### config.mk
export PLATFORM = sky130hd
export DESIGN_NAME = conv2_frame_scheduler_flat
export DESIGN_NICKNAME = d
export VERILOG_FILES = /design/src/rtl/conv_sched_pkg.sv /design/src/rtl/conv2_frame_scheduler_if.sv /design/src/rtl/sched_watchdog.sv /design/src/rtl/conv2_frame_scheduler.sv /design/src/flat_wrapper.sv
export SDC_FILE = /design/constraint.sdc
export NUM_CORES = 1
export LEC_CHECK = 0
export CAP_MARGIN = 20
export CORE_MARGIN = 4
export CORE_UTILIZATION = 30
export CTS_CLUSTER_SIZE = 8
export DETAILED_ROUTE_END_ITERATION = 7
export GPL_TIMING_DRIVEN = 1
export PLACE_DENSITY_LB_ADDON = 0.15
export SYNTH_ARGS = -nofsm -noshare
export SYNTH_HDL_FRONTEND = slang
export SYNTH_SLANG_ARGS = --single-unit
### constraint.sdc
create_clock -name clk -period 2.8 [get_ports clk]
set_input_delay 0.84 -clock clk [delete_from_list [all_inputs] [get_ports clk]]
set_output_delay 0.84 -clock clk [all_outputs]
set_load 0.01 [all_outputs]
### src/rtl/conv_sched_pkg.sv
// rtl/conv_sched_pkg.sv - shared FSM states and frame geometry for the conv-layer schedulers
package conv_sched_pkg;

   typedef enum logic [1:0] {
      ST_IDLE   = 2'd0,
      ST_FEED   = 2'd1,
      ST_DRAIN  = 2'd2,
      ST_FINISH = 2'd3
   } sched_state_e;

   localparam int DEF_IMG_W  = 13;
   localparam int DEF_IMG_H  = 13;
   localparam int DEF_KSZ    = 3;
   localparam int DEF_OUT_CH = 3;

   function automatic int calc_n_in(input int img_w, input int img_h);
      return img_w * img_h;
   endfunction

   // Valid (no padding) convolution: one result per window per output channel.
   function automatic int calc_n_out(input int img_w, input int img_h,
                                     input int ksz, input int out_ch);
      return (img_w - ksz + 1) * (img_h - ksz + 1) * out_ch;
   endfunction

endpackage

### src/rtl/conv2_frame_scheduler_if.sv
// rtl/conv2_frame_scheduler_if.sv - control, feature-buffer, conv2 and result-buffer signal bundle
interface conv2_frame_scheduler_if #(
   parameter int DATA_W = 96,
   parameter int OUT_W  = 16,
   parameter int RD_AW  = 8,
   parameter int WR_AW  = 9
);

   logic              start;
   logic              busy;
   logic              done;
   logic              err;
   logic              fb_rd_en;
   logic [RD_AW-1:0]  fb_rd_addr;
   logic [DATA_W-1:0] fb_rd_data;
   logic              c2_ready;
   logic [DATA_W-1:0] c2_data_in;
   logic              c2_data_in_valid;
   logic [OUT_W-1:0]  c2_data_out;
   logic              c2_data_out_valid;
   logic              res_we;
   logic [WR_AW-1:0]  res_addr;
   logic [OUT_W-1:0]  res_data;
   logic [WR_AW-1:0]  out_count;

   modport sched (
      input  start, fb_rd_data, c2_ready, c2_data_out, c2_data_out_valid,
      output busy, done, err, fb_rd_en, fb_rd_addr, c2_data_in, c2_data_in_valid,
             res_we, res_addr, res_data, out_count
   );

   modport env (
      output start, fb_rd_data, c2_ready, c2_data_out, c2_data_out_valid,
      input  busy, done, err, fb_rd_en, fb_rd_addr, c2_data_in, c2_data_in_valid,
             res_we, res_addr, res_data, out_count
   );

endinterface

### src/rtl/sched_watchdog.sv
// rtl/sched_watchdog.sv - idle-cycle counter; expires after LIMIT cycles without a kick
module sched_watchdog #(
   parameter int LIMIT = 1023
) (
   input  logic clk,
   input  logic rst_n,
   input  logic en_i,
   input  logic kick_i,
   output logic expire_o
);

   localparam int CW = $clog2(LIMIT + 1);
   localparam logic [CW-1:0] LIMIT_C = CW'(LIMIT);

   logic [CW-1:0] cnt_q, cnt_d;

   // Held at zero while disabled so every frame starts from a clean count.
   always_comb begin
      cnt_d = cnt_q;
      if (!en_i || kick_i) begin
         cnt_d = '0;
      end else if (cnt_q != LIMIT_C) begin
         cnt_d = cnt_q + 1'b1;
      end
   end

   always_ff @(posedge clk or negedge rst_n) begin
      if (!rst_n) begin
         cnt_q <= '0;
      end else begin
         cnt_q <= cnt_d;
      end
   end

   assign expire_o = en_i && (cnt_q == LIMIT_C);

endmodule

### src/rtl/conv2_frame_scheduler.sv
// rtl/conv2_frame_scheduler.sv - streams one pooled frame into conv2 and collects its results
module conv2_frame_scheduler
   import conv_sched_pkg::*;
#(
   parameter int IMG_W  = DEF_IMG_W,
   parameter int IMG_H  = DEF_IMG_H,
   parameter int KSZ    = DEF_KSZ,
   parameter int OUT_CH = DEF_OUT_CH,
   parameter int DATA_W = 96,
   parameter int OUT_W  = 16,
   parameter int RD_AW  = 8,
   parameter int WR_AW  = 9,
   parameter int WDOG   = 1023
) (
   input logic                     clk,
   input logic                     rst_n,
   conv2_frame_scheduler_if.sched  bus
);

   localparam int N_IN  = calc_n_in(IMG_W, IMG_H);
   localparam int N_OUT = calc_n_out(IMG_W, IMG_H, KSZ, OUT_CH);

   localparam logic [RD_AW-1:0] N_IN_C    = RD_AW'(N_IN);
   localparam logic [RD_AW-1:0] LAST_IN_C = RD_AW'(N_IN - 1);
   localparam logic [WR_AW-1:0] N_OUT_C   = WR_AW'(N_OUT);

   sched_state_e      state_q, state_d;
   logic [RD_AW-1:0]  in_cnt_q, in_cnt_d;
   logic [WR_AW-1:0]  out_cnt_q, out_cnt_d;
   logic              issue_q;
   logic              res_we_q;
   logic [WR_AW-1:0]  res_addr_q;
   logic [OUT_W-1:0]  res_data_q;

   logic active;
   logic rd_fire;
   logic cap;
   logic wd_expire;

   assign active  = (state_q == ST_FEED) || (state_q == ST_DRAIN);
   assign rd_fire = (state_q == ST_FEED) && bus.c2_ready && (in_cnt_q < N_IN_C);
   // Beats past the last expected result are dropped, so out_cnt saturates.
   assign cap     = active && bus.c2_data_out_valid && (out_cnt_q < N_OUT_C);

   sched_watchdog #(
      .LIMIT (WDOG)
   ) u_wdog (
      .clk      (clk),
      .rst_n    (rst_n),
      .en_i     (active),
      .kick_i   (rd_fire || cap),
      .expire_o (wd_expire)
   );

   always_comb begin
      state_d   = state_q;
      in_cnt_d  = in_cnt_q;
      out_cnt_d = out_cnt_q;
      case (state_q)
         ST_IDLE: begin
            if (bus.start) begin
               state_d   = ST_FEED;
               in_cnt_d  = '0;
               out_cnt_d = '0;
            end
         end
         ST_FEED: begin
            if (rd_fire) begin
               in_cnt_d = in_cnt_q + 1'b1;
               if (in_cnt_q == LAST_IN_C) begin
                  state_d = ST_DRAIN;
               end
            end
         end
         ST_DRAIN: begin
            if (out_cnt_q == N_OUT_C) begin
               state_d = ST_FINISH;
            end
         end
         ST_FINISH: begin
            state_d = ST_IDLE;
         end
         default: begin
            state_d = ST_IDLE;
         end
      endcase
      if (cap) begin
         out_cnt_d = out_cnt_q + 1'b1;
      end
      if (wd_expire) begin
         state_d = ST_IDLE;
      end
   end

   always_ff @(posedge clk or negedge rst_n) begin
      if (!rst_n) begin
         state_q    <= ST_IDLE;
         in_cnt_q   <= '0;
         out_cnt_q  <= '0;
         issue_q    <= 1'b0;
         res_we_q   <= 1'b0;
         res_addr_q <= '0;
         res_data_q <= '0;
      end else begin
         state_q    <= state_d;
         in_cnt_q   <= in_cnt_d;
         out_cnt_q  <= out_cnt_d;
         issue_q    <= rd_fire;
         res_we_q   <= cap;
         res_addr_q <= cap ? out_cnt_q : '0;
         res_data_q <= cap ? bus.c2_data_out : '0;
      end
   end

   // Read data lands one cycle after the read; conv2 absorbs it even if ready has dropped.
   assign bus.c2_data_in_valid = issue_q;
   assign bus.c2_data_in       = issue_q ? bus.fb_rd_data : '0;
   assign bus.fb_rd_en         = rd_fire;
   assign bus.fb_rd_addr       = rd_fire ? in_cnt_q : '0;

   assign bus.busy      = active && !wd_expire;
   assign bus.done      = (state_q == ST_FINISH);
   assign bus.err       = wd_expire;
   assign bus.res_we    = res_we_q;
   assign bus.res_addr  = res_addr_q;
   assign bus.res_data  = res_data_q;
   assign bus.out_count = out_cnt_q;

endmodule

### src/flat_wrapper.sv
// flat-port wrapper written by rule: the top's interface ports become plain ports
module conv2_frame_scheduler_flat import conv_sched_pkg::*;
#(
   parameter int IMG_W  = DEF_IMG_W,
   parameter int IMG_H  = DEF_IMG_H,
   parameter int KSZ    = DEF_KSZ,
   parameter int OUT_CH = DEF_OUT_CH,
   parameter int DATA_W = 96,
   parameter int OUT_W  = 16,
   parameter int RD_AW  = 8,
   parameter int WR_AW  = 9,
   parameter int WDOG   = 1023
)
  (clk, rst_n, bus_start, bus_fb_rd_data, bus_c2_ready, bus_c2_data_out, bus_c2_data_out_valid, bus_busy, bus_done, bus_err, bus_fb_rd_en, bus_fb_rd_addr, bus_c2_data_in, bus_c2_data_in_valid, bus_res_we, bus_res_addr, bus_res_data, bus_out_count);
  conv2_frame_scheduler_if #(.DATA_W(DATA_W), .OUT_W(OUT_W), .RD_AW(RD_AW), .WR_AW(WR_AW)) bus_i ();
  input logic clk;
  input logic rst_n;
  input wire logic [$bits(bus_i.start)-1:0] bus_start;
  input wire logic [$bits(bus_i.fb_rd_data)-1:0] bus_fb_rd_data;
  input wire logic [$bits(bus_i.c2_ready)-1:0] bus_c2_ready;
  input wire logic [$bits(bus_i.c2_data_out)-1:0] bus_c2_data_out;
  input wire logic [$bits(bus_i.c2_data_out_valid)-1:0] bus_c2_data_out_valid;
  output wire logic [$bits(bus_i.busy)-1:0] bus_busy;
  output wire logic [$bits(bus_i.done)-1:0] bus_done;
  output wire logic [$bits(bus_i.err)-1:0] bus_err;
  output wire logic [$bits(bus_i.fb_rd_en)-1:0] bus_fb_rd_en;
  output wire logic [$bits(bus_i.fb_rd_addr)-1:0] bus_fb_rd_addr;
  output wire logic [$bits(bus_i.c2_data_in)-1:0] bus_c2_data_in;
  output wire logic [$bits(bus_i.c2_data_in_valid)-1:0] bus_c2_data_in_valid;
  output wire logic [$bits(bus_i.res_we)-1:0] bus_res_we;
  output wire logic [$bits(bus_i.res_addr)-1:0] bus_res_addr;
  output wire logic [$bits(bus_i.res_data)-1:0] bus_res_data;
  output wire logic [$bits(bus_i.out_count)-1:0] bus_out_count;
  assign bus_i.start = bus_start;
  assign bus_i.fb_rd_data = bus_fb_rd_data;
  assign bus_i.c2_ready = bus_c2_ready;
  assign bus_i.c2_data_out = bus_c2_data_out;
  assign bus_i.c2_data_out_valid = bus_c2_data_out_valid;
  assign bus_busy = bus_i.busy;
  assign bus_done = bus_i.done;
  assign bus_err = bus_i.err;
  assign bus_fb_rd_en = bus_i.fb_rd_en;
  assign bus_fb_rd_addr = bus_i.fb_rd_addr;
  assign bus_c2_data_in = bus_i.c2_data_in;
  assign bus_c2_data_in_valid = bus_i.c2_data_in_valid;
  assign bus_res_we = bus_i.res_we;
  assign bus_res_addr = bus_i.res_addr;
  assign bus_res_data = bus_i.res_data;
  assign bus_out_count = bus_i.out_count;
  conv2_frame_scheduler #(.IMG_W(IMG_W), .IMG_H(IMG_H), .KSZ(KSZ), .OUT_CH(OUT_CH), .DATA_W(DATA_W), .OUT_W(OUT_W), .RD_AW(RD_AW), .WR_AW(WR_AW), .WDOG(WDOG)) u_core (.clk(clk), .rst_n(rst_n), .bus(bus_i));
endmodule
Word-level counts from Yosys, hierarchy flattened
Cells that the tools add are included.
- output and inout port bits: 144
- bits in registers: 56
- logic and storage cells: 63
- input bits: 117
- add/subtract/negate cells: 3
- order comparisons: 2
- equal/unequal tests: 13
- mux-type cells: 18
- reductions and logical operators: 19
- operator list (operator ; number):
    96-bit 2-to-1 mux ; 1
    9-bit 2-to-1 mux ; 4
    8-bit 2-to-1 mux ; 3
    10-bit 2-to-1 mux ; 2
    16-bit 2-to-1 mux ; 1
    8-bit one-hot mux with 2 select lines ; 1
    10-bit by 1-bit adder with 10-bit output (second input constant) ; 1
    10-bit == test (second input constant) ; 1
    2-bit 2-to-1 mux ; 5
    10-bit != test (second input constant) ; 1
    9-bit by 1-bit adder with 9-bit output (second input constant) ; 1
    9-bit == test (second input constant) ; 1
    9-bit < comparator (second input constant) ; 1
    3-bit by 2-bit != test with 1-bit output (second input constant) ; 3
    8-bit by 1-bit adder with 8-bit output (second input constant) ; 1
    8-bit == test (second input constant) ; 1
    8-bit < comparator (second input constant) ; 1
    2-bit one-hot mux with 4 select lines ; 1
    2-bit nonzero test ; 4
    1-bit logical AND ; 6
    2-bit == test (second input constant) ; 2
    4-bit AND reduction ; 1
    1-bit logical OR ; 3
    3-bit by 1-bit != test with 1-bit output (second input constant) ; 1
    other kinds (7) ; 8

Logic depth before layout (Yosys ltp)
Gate-level depths: netlist of the first run.
- depth in word-level cells: 7
- gate-level depth with buffers: 9
- mapped depth without buffers: 8

Hierarchy
Synthesis of the first run repeated with hierarchy kept, for this count alone.
- cells, all modules: 389
- area total of the unflattened synthesis: 3537.1 um^2
- modules (own cells, without submodules) (module ; times used ; seq. area each (um^2) ; area an instance (um^2) ; cells an instance):
    conv2_frame_scheduler ; 1 ; 1151.1 ; 2941.6 ; 328
    sched_watchdog ; 1 ; 250.2 ; 595.6 ; 61

Worst setup path before layout of the first run
Ideal clock, no wire load.
- path type: input to output
- from: in bus_c2_ready
- to: out bus_fb_rd_addr[0]
- arrival: 1495 ps
- stages on the path: 4
- path slack: 465 ps
- buffers on the path: 0
- required time: 1960 ps
- path through: nand2_1 > a21oi_4 > nand2_2 > nor2_1
- cells in the longest elaborated chain, start to end: 3
- RTL lines (what ; line ; text):
    from (decl) ; flat_wrapper.sv:20 ; input wire logic [$bits(bus_i.c2_ready)-1:0] bus_c2_ready;
    1-bit logical AND (2 in series) ; conv2_frame_scheduler.sv:41 ; assign rd_fire = (state_q == ST_FEED) && bus.c2_ready && (in_cnt_q < N_IN_C);
    8-bit 2-to-1 mux ; conv2_frame_scheduler.sv:119 ; assign bus.fb_rd_addr = rd_fire ? in_cnt_q : '0;
    to (decl) ; flat_wrapper.sv:27 ; output wire logic [$bits(bus_i.fb_rd_addr)-1:0] bus_fb_rd_addr;
No other way between the ends.

Final worst setup path of the first run
- from: in bus_fb_rd_data[57]
- to: out bus_c2_data_in[57]
- cells in the longest elaborated chain, start to end: 1
- RTL lines (what ; line ; text):
    from (decl) ; flat_wrapper.sv:19 ; input wire logic [$bits(bus_i.fb_rd_data)-1:0] bus_fb_rd_data;
    96-bit 2-to-1 mux ; conv2_frame_scheduler.sv:117 ; assign bus.c2_data_in = issue_q ? bus.fb_rd_data : '0;
    to (decl) ; flat_wrapper.sv:28 ; output wire logic [$bits(bus_i.c2_data_in)-1:0] bus_c2_data_in;
No other way between the ends.

==> impl_results.md, run 1 <==
* Starting DRT DRC Count at about 170
* Slew @ Worst Pin at between 0.4 and 0.5 ns
* Status: finished, final reports clean
* Area grow syn2layout at 92.5%
* Pin count of the biggest net entering global routing at 42
* Die W at ~110 µm
* Final setup viols at 0
* Critical path's most frequent cell: clkdlybuf4s50_1
* Post-route design area at about 6400 µm²
* Skew final at 0.0124 ns
* Share of layout cells above drive strength 1 at 0.0992
* CTS max path bufs at 2
* Synth unique cells at 52
* Nets at 760
* Ys flop type: dfrtp_1
* CTS buffer count at 5
* CP Max Fanout at 1
* DRC errors left at 0
* Mapped cell area at around 3300 µm²
* Synth top cells by count: and2_1 (125), dfrtp_1 (56), nand2_1 (23), nor2_1 (20)
* Min-delay worst type: primary input to async pin
* Root Driver: clkbuf_8
* ANT cells at 0
* CP endpoint kind: primary output
* Fmax at ~0.36 GHz
* Asr flop ratio synth at 1.00
* Chip Height at between 100 and 150 µm
* Max_slew headroom at 0.675
* Tot GR Track Use at 0.199
* Routed len/inst at around 18 µm
* Worst path cell trace: clkdlybuf4s50_1, and2_1, clkdlybuf4s50_1
* Number of buffers and inverters on the critical path at 2
* Synth warn at 0
* Layout Cells excl Fill at between 700 and 800
* Antenna violations before repair at 0
* Max-cap violations at 0
* Core footprint at 10800 µm²
* Placed inst area at between 6000 and 7000 µm²
* Synth area leader: dfrtp_1
* Detail Route Antenna Nets at 0
* Die area at between 10000 and 15000 µm²
* Minimum clock period at 2.78 ns
* Filler instances at 975
* Count of final hold-check violations at 0
* Setup TNS Final at 0 ns
* Dpl cells at roughly 760
* Clock Latency Late Sink at a little over 0.3 ns
* Vias after detailed routing at roughly 3.6k
* Syn Nets at 484
* Core Util, Final at 0.590
* PwrDens at about 570 nW/µm²
* H-Tree Depth at 2
* Reg clk slew, reported paths at roughly 0.1 ns
* First-pass GRT wire length at between 15 and 20 mm
* I/O pin cnt at ~260
* Post-Route M1 WL at between 5 and 6 mm
* Power, Total at roughly 3.7 mW
* Buffers added on ports at 260
* CP max stage delay at approximately 0.53 ns
* WL met2 at between 6 and 7 mm
* Detailed placement HPWL at 11.6 mm
* Total grt overflow at 0
* Row count at 38
* Hold-fix buffers, CTS at 0
* Via density at between 4 and 5
* Most common cell in the netlist: and2_1
* Post-synth EDFFs at 0
* FF+latch count, synth at 56
* Routed WL at between 10 and 15 mm
* Vias in the first global route at roughly 3.6k
* Required @ worst endpoint at ~2.0 ns
* # clock sinks at 56
* Met3 wire length at about 930 µm
* Post-synthesis cell count at roughly 360
* RSZ-0062 raised after global routing: false
* CP Launch Type: primary input
* Slowest-stage cell, CP: clkdlybuf4s50_1
* TritonRoute pass-1 iters at 4
* Syn_area_per_cell at 9.25 µm²
* Worst path top cell family by delay: buffers and inverters
* Seq/Total Area, Yosys at 0.422
* Yosys top cell area share at 0.422
* Final Slew Violations at 0
* Starting density of the core at 0.306
* Arr. time, crit path at about 1.9 ns
* Synth area leaders: dfrtp_1 (42%), and2_1 (24%), ha_1 (3.0%), nand2_1 (2.6%), nor2_1 (2.3%)
* DR top layer: met4
* VDD IR max at around 0.35 mV
* WS Path Type: primary input to primary output
* Leak at 3.60 nW
* Placer Congestion at slightly above 0.9
* CTS tree: built
* Fin crit share at 0.993
==> worst register-to-register path, cell delays in order, from the launching register on <==
cell and delay, ns:
dfrtp_1 0.44, inv_1 0.11, ha_1 0.34, buf_4 0.14
nand2_1 0.10, a21oi_4 0.27, nor2_1 0.20, a221o_1 0.37
==> final cells by class <==
cell class	instances	area, µm²	area share
Clock buffer	6	72.6	0.0114
Clock inverter	1	8.76	0.00137
Inverter	13	48.8	0.00763
Multi-Input combinational cell	271	1820	0.284
Sequential cell	56	1400	0.219
Tap cell	140	175	0.0274
Timing Repair Buffer	288	2870	0.449
==> what timing repair did <==
item	in CTS	in global routing
gates resized for setup	61	47
setup endpoints to repair	42	47
buffers inserted	4	0
gates cloned	0	0
pin swaps	3	0
==> sequential cells by signal, summed over array words and instances (netlist names) <==
register / flops
u_core.bus.res_data: 16
u_core.bus.out_count: 9
u_core.u_wdog.cnt_q: 10
u_core.bus.c2_data_in_valid: 1
u_core.in_cnt_q: 8
u_core.bus.res_we: 1
u_core.state_q: 2
u_core.bus.res_addr: 9
==> kinds of logic (layout without fill, tap and decap cells) <==
logic type | Yosys count | in the layout | share of synthesized area
muxes | 2 | 2 | 0.00641
AOI/OAI and AO/OA | 37 | 37 | 0.102
buffers and inverters | 32 | 308 | 0.0407
xor gates and xnor gates | 6 | 6 | 0.0158
and+or+nand+nor | 218 | 218 | 0.383
adders and majority gates | 8 | 8 | 0.0301
DFF | 56 | 56 | 0.422
==> report_power, final <==
group / leakage (nW) / switching (mW) / internal (mW)
Sequential: 0.754 / 0.160 / 0.988
Clock: 0.0417 / 0.251 / 0.176
Combinational: 2.80 / 0.970 / 1.12
Total: 3.60 / 1.38 / 2.28
==> final timing paths <==
check	start	endpoint	slack, ns	cells after the start
worst min-delay path	rst_n	u_core.bus.res_data[6]	0.41	1
worst max-delay path	bus_fb_rd_data[57]	bus_c2_data_in[57]	0.02	3
max in group asynchronous	rst_n	u_core.u_wdog.cnt_q[6]	1.79	2
min in group clk	u_core.u_wdog.cnt_q[1]	u_core.u_wdog.cnt_q[1]	0.55	2
worst max register to register	u_core.state_q[0]	u_core.bus.out_count[2]	0.71	7
worst min register to register	u_core.u_wdog.cnt_q[1]	u_core.u_wdog.cnt_q[1]	0.55	2
==> per-layer routing <==
layer | GRT usage | vias up
li1 | - | 1741
met1 | 0.239 | 1659
met2 | 0.356 | 138
met3 | 0.0449 | 21
met4 | 0.0553 | 0
met5 | 0 | -
==> per-stage QoR <==
stage          hold slack (ns)  setup slack (ns)
2_1_floorplan            0.504             0.465
3_3_place_gp             0.534            -0.444
3_5_place_dp             0.544            -0.483
4_1_cts                  0.413          0.000422
5_1_grt                  0.416          0.000330
6_report                 0.409            0.0194
==> cell usage in the layout, fill, tap and decap left out, types with 3 or more instances in the layout <==
cell type / Yosys / routed
a211o_1: 4 / 4
a21oi_1: 4 / 4
and2_1: 125 / 124
and3_1: 8 / 8
buf_2: 6 / 3
buf_4: 0 / 25
clkbuf_2: 0 / 3
clkbuf_8: 0 / 5
clkdlybuf4s50_1: 0 / 175
dfrtp_1: 56 / 55
dlygate4sd2_1: 0 / 37
dlymetal6s2s_1: 0 / 41
ha_1: 8 / 7
inv_1: 12 / 11
nand2_1: 23 / 22
nand3_1: 11 / 11
nand4_1: 5 / 5
nor2_1: 20 / 19
nor3_1: 7 / 6
nor3b_1: 4 / 4
o21ai_1: 4 / 4
o311ai_1: 4 / 4
xnor2_1: 3 / 3
xor2_1: 3 / 3
No activity file was read; power rests on OpenSTA's default activity.
==> run 2, diff against run 1 <==
--- a/config.mk
+++ b/config.mk
@@ -10,7 +10,6 @@
 export CORE_UTILIZATION = 30
 export CTS_CLUSTER_SIZE = 8
 export DETAILED_ROUTE_END_ITERATION = 7
-export GPL_TIMING_DRIVEN = 1
 export PLACE_DENSITY_LB_ADDON = 0.15
 export SYNTH_ARGS = -nofsm -noshare
 export SYNTH_HDL_FRONTEND = slang
==> results of run 2 <==
Same layout as run 1: the final DEF is identical, and so are final timing and power.
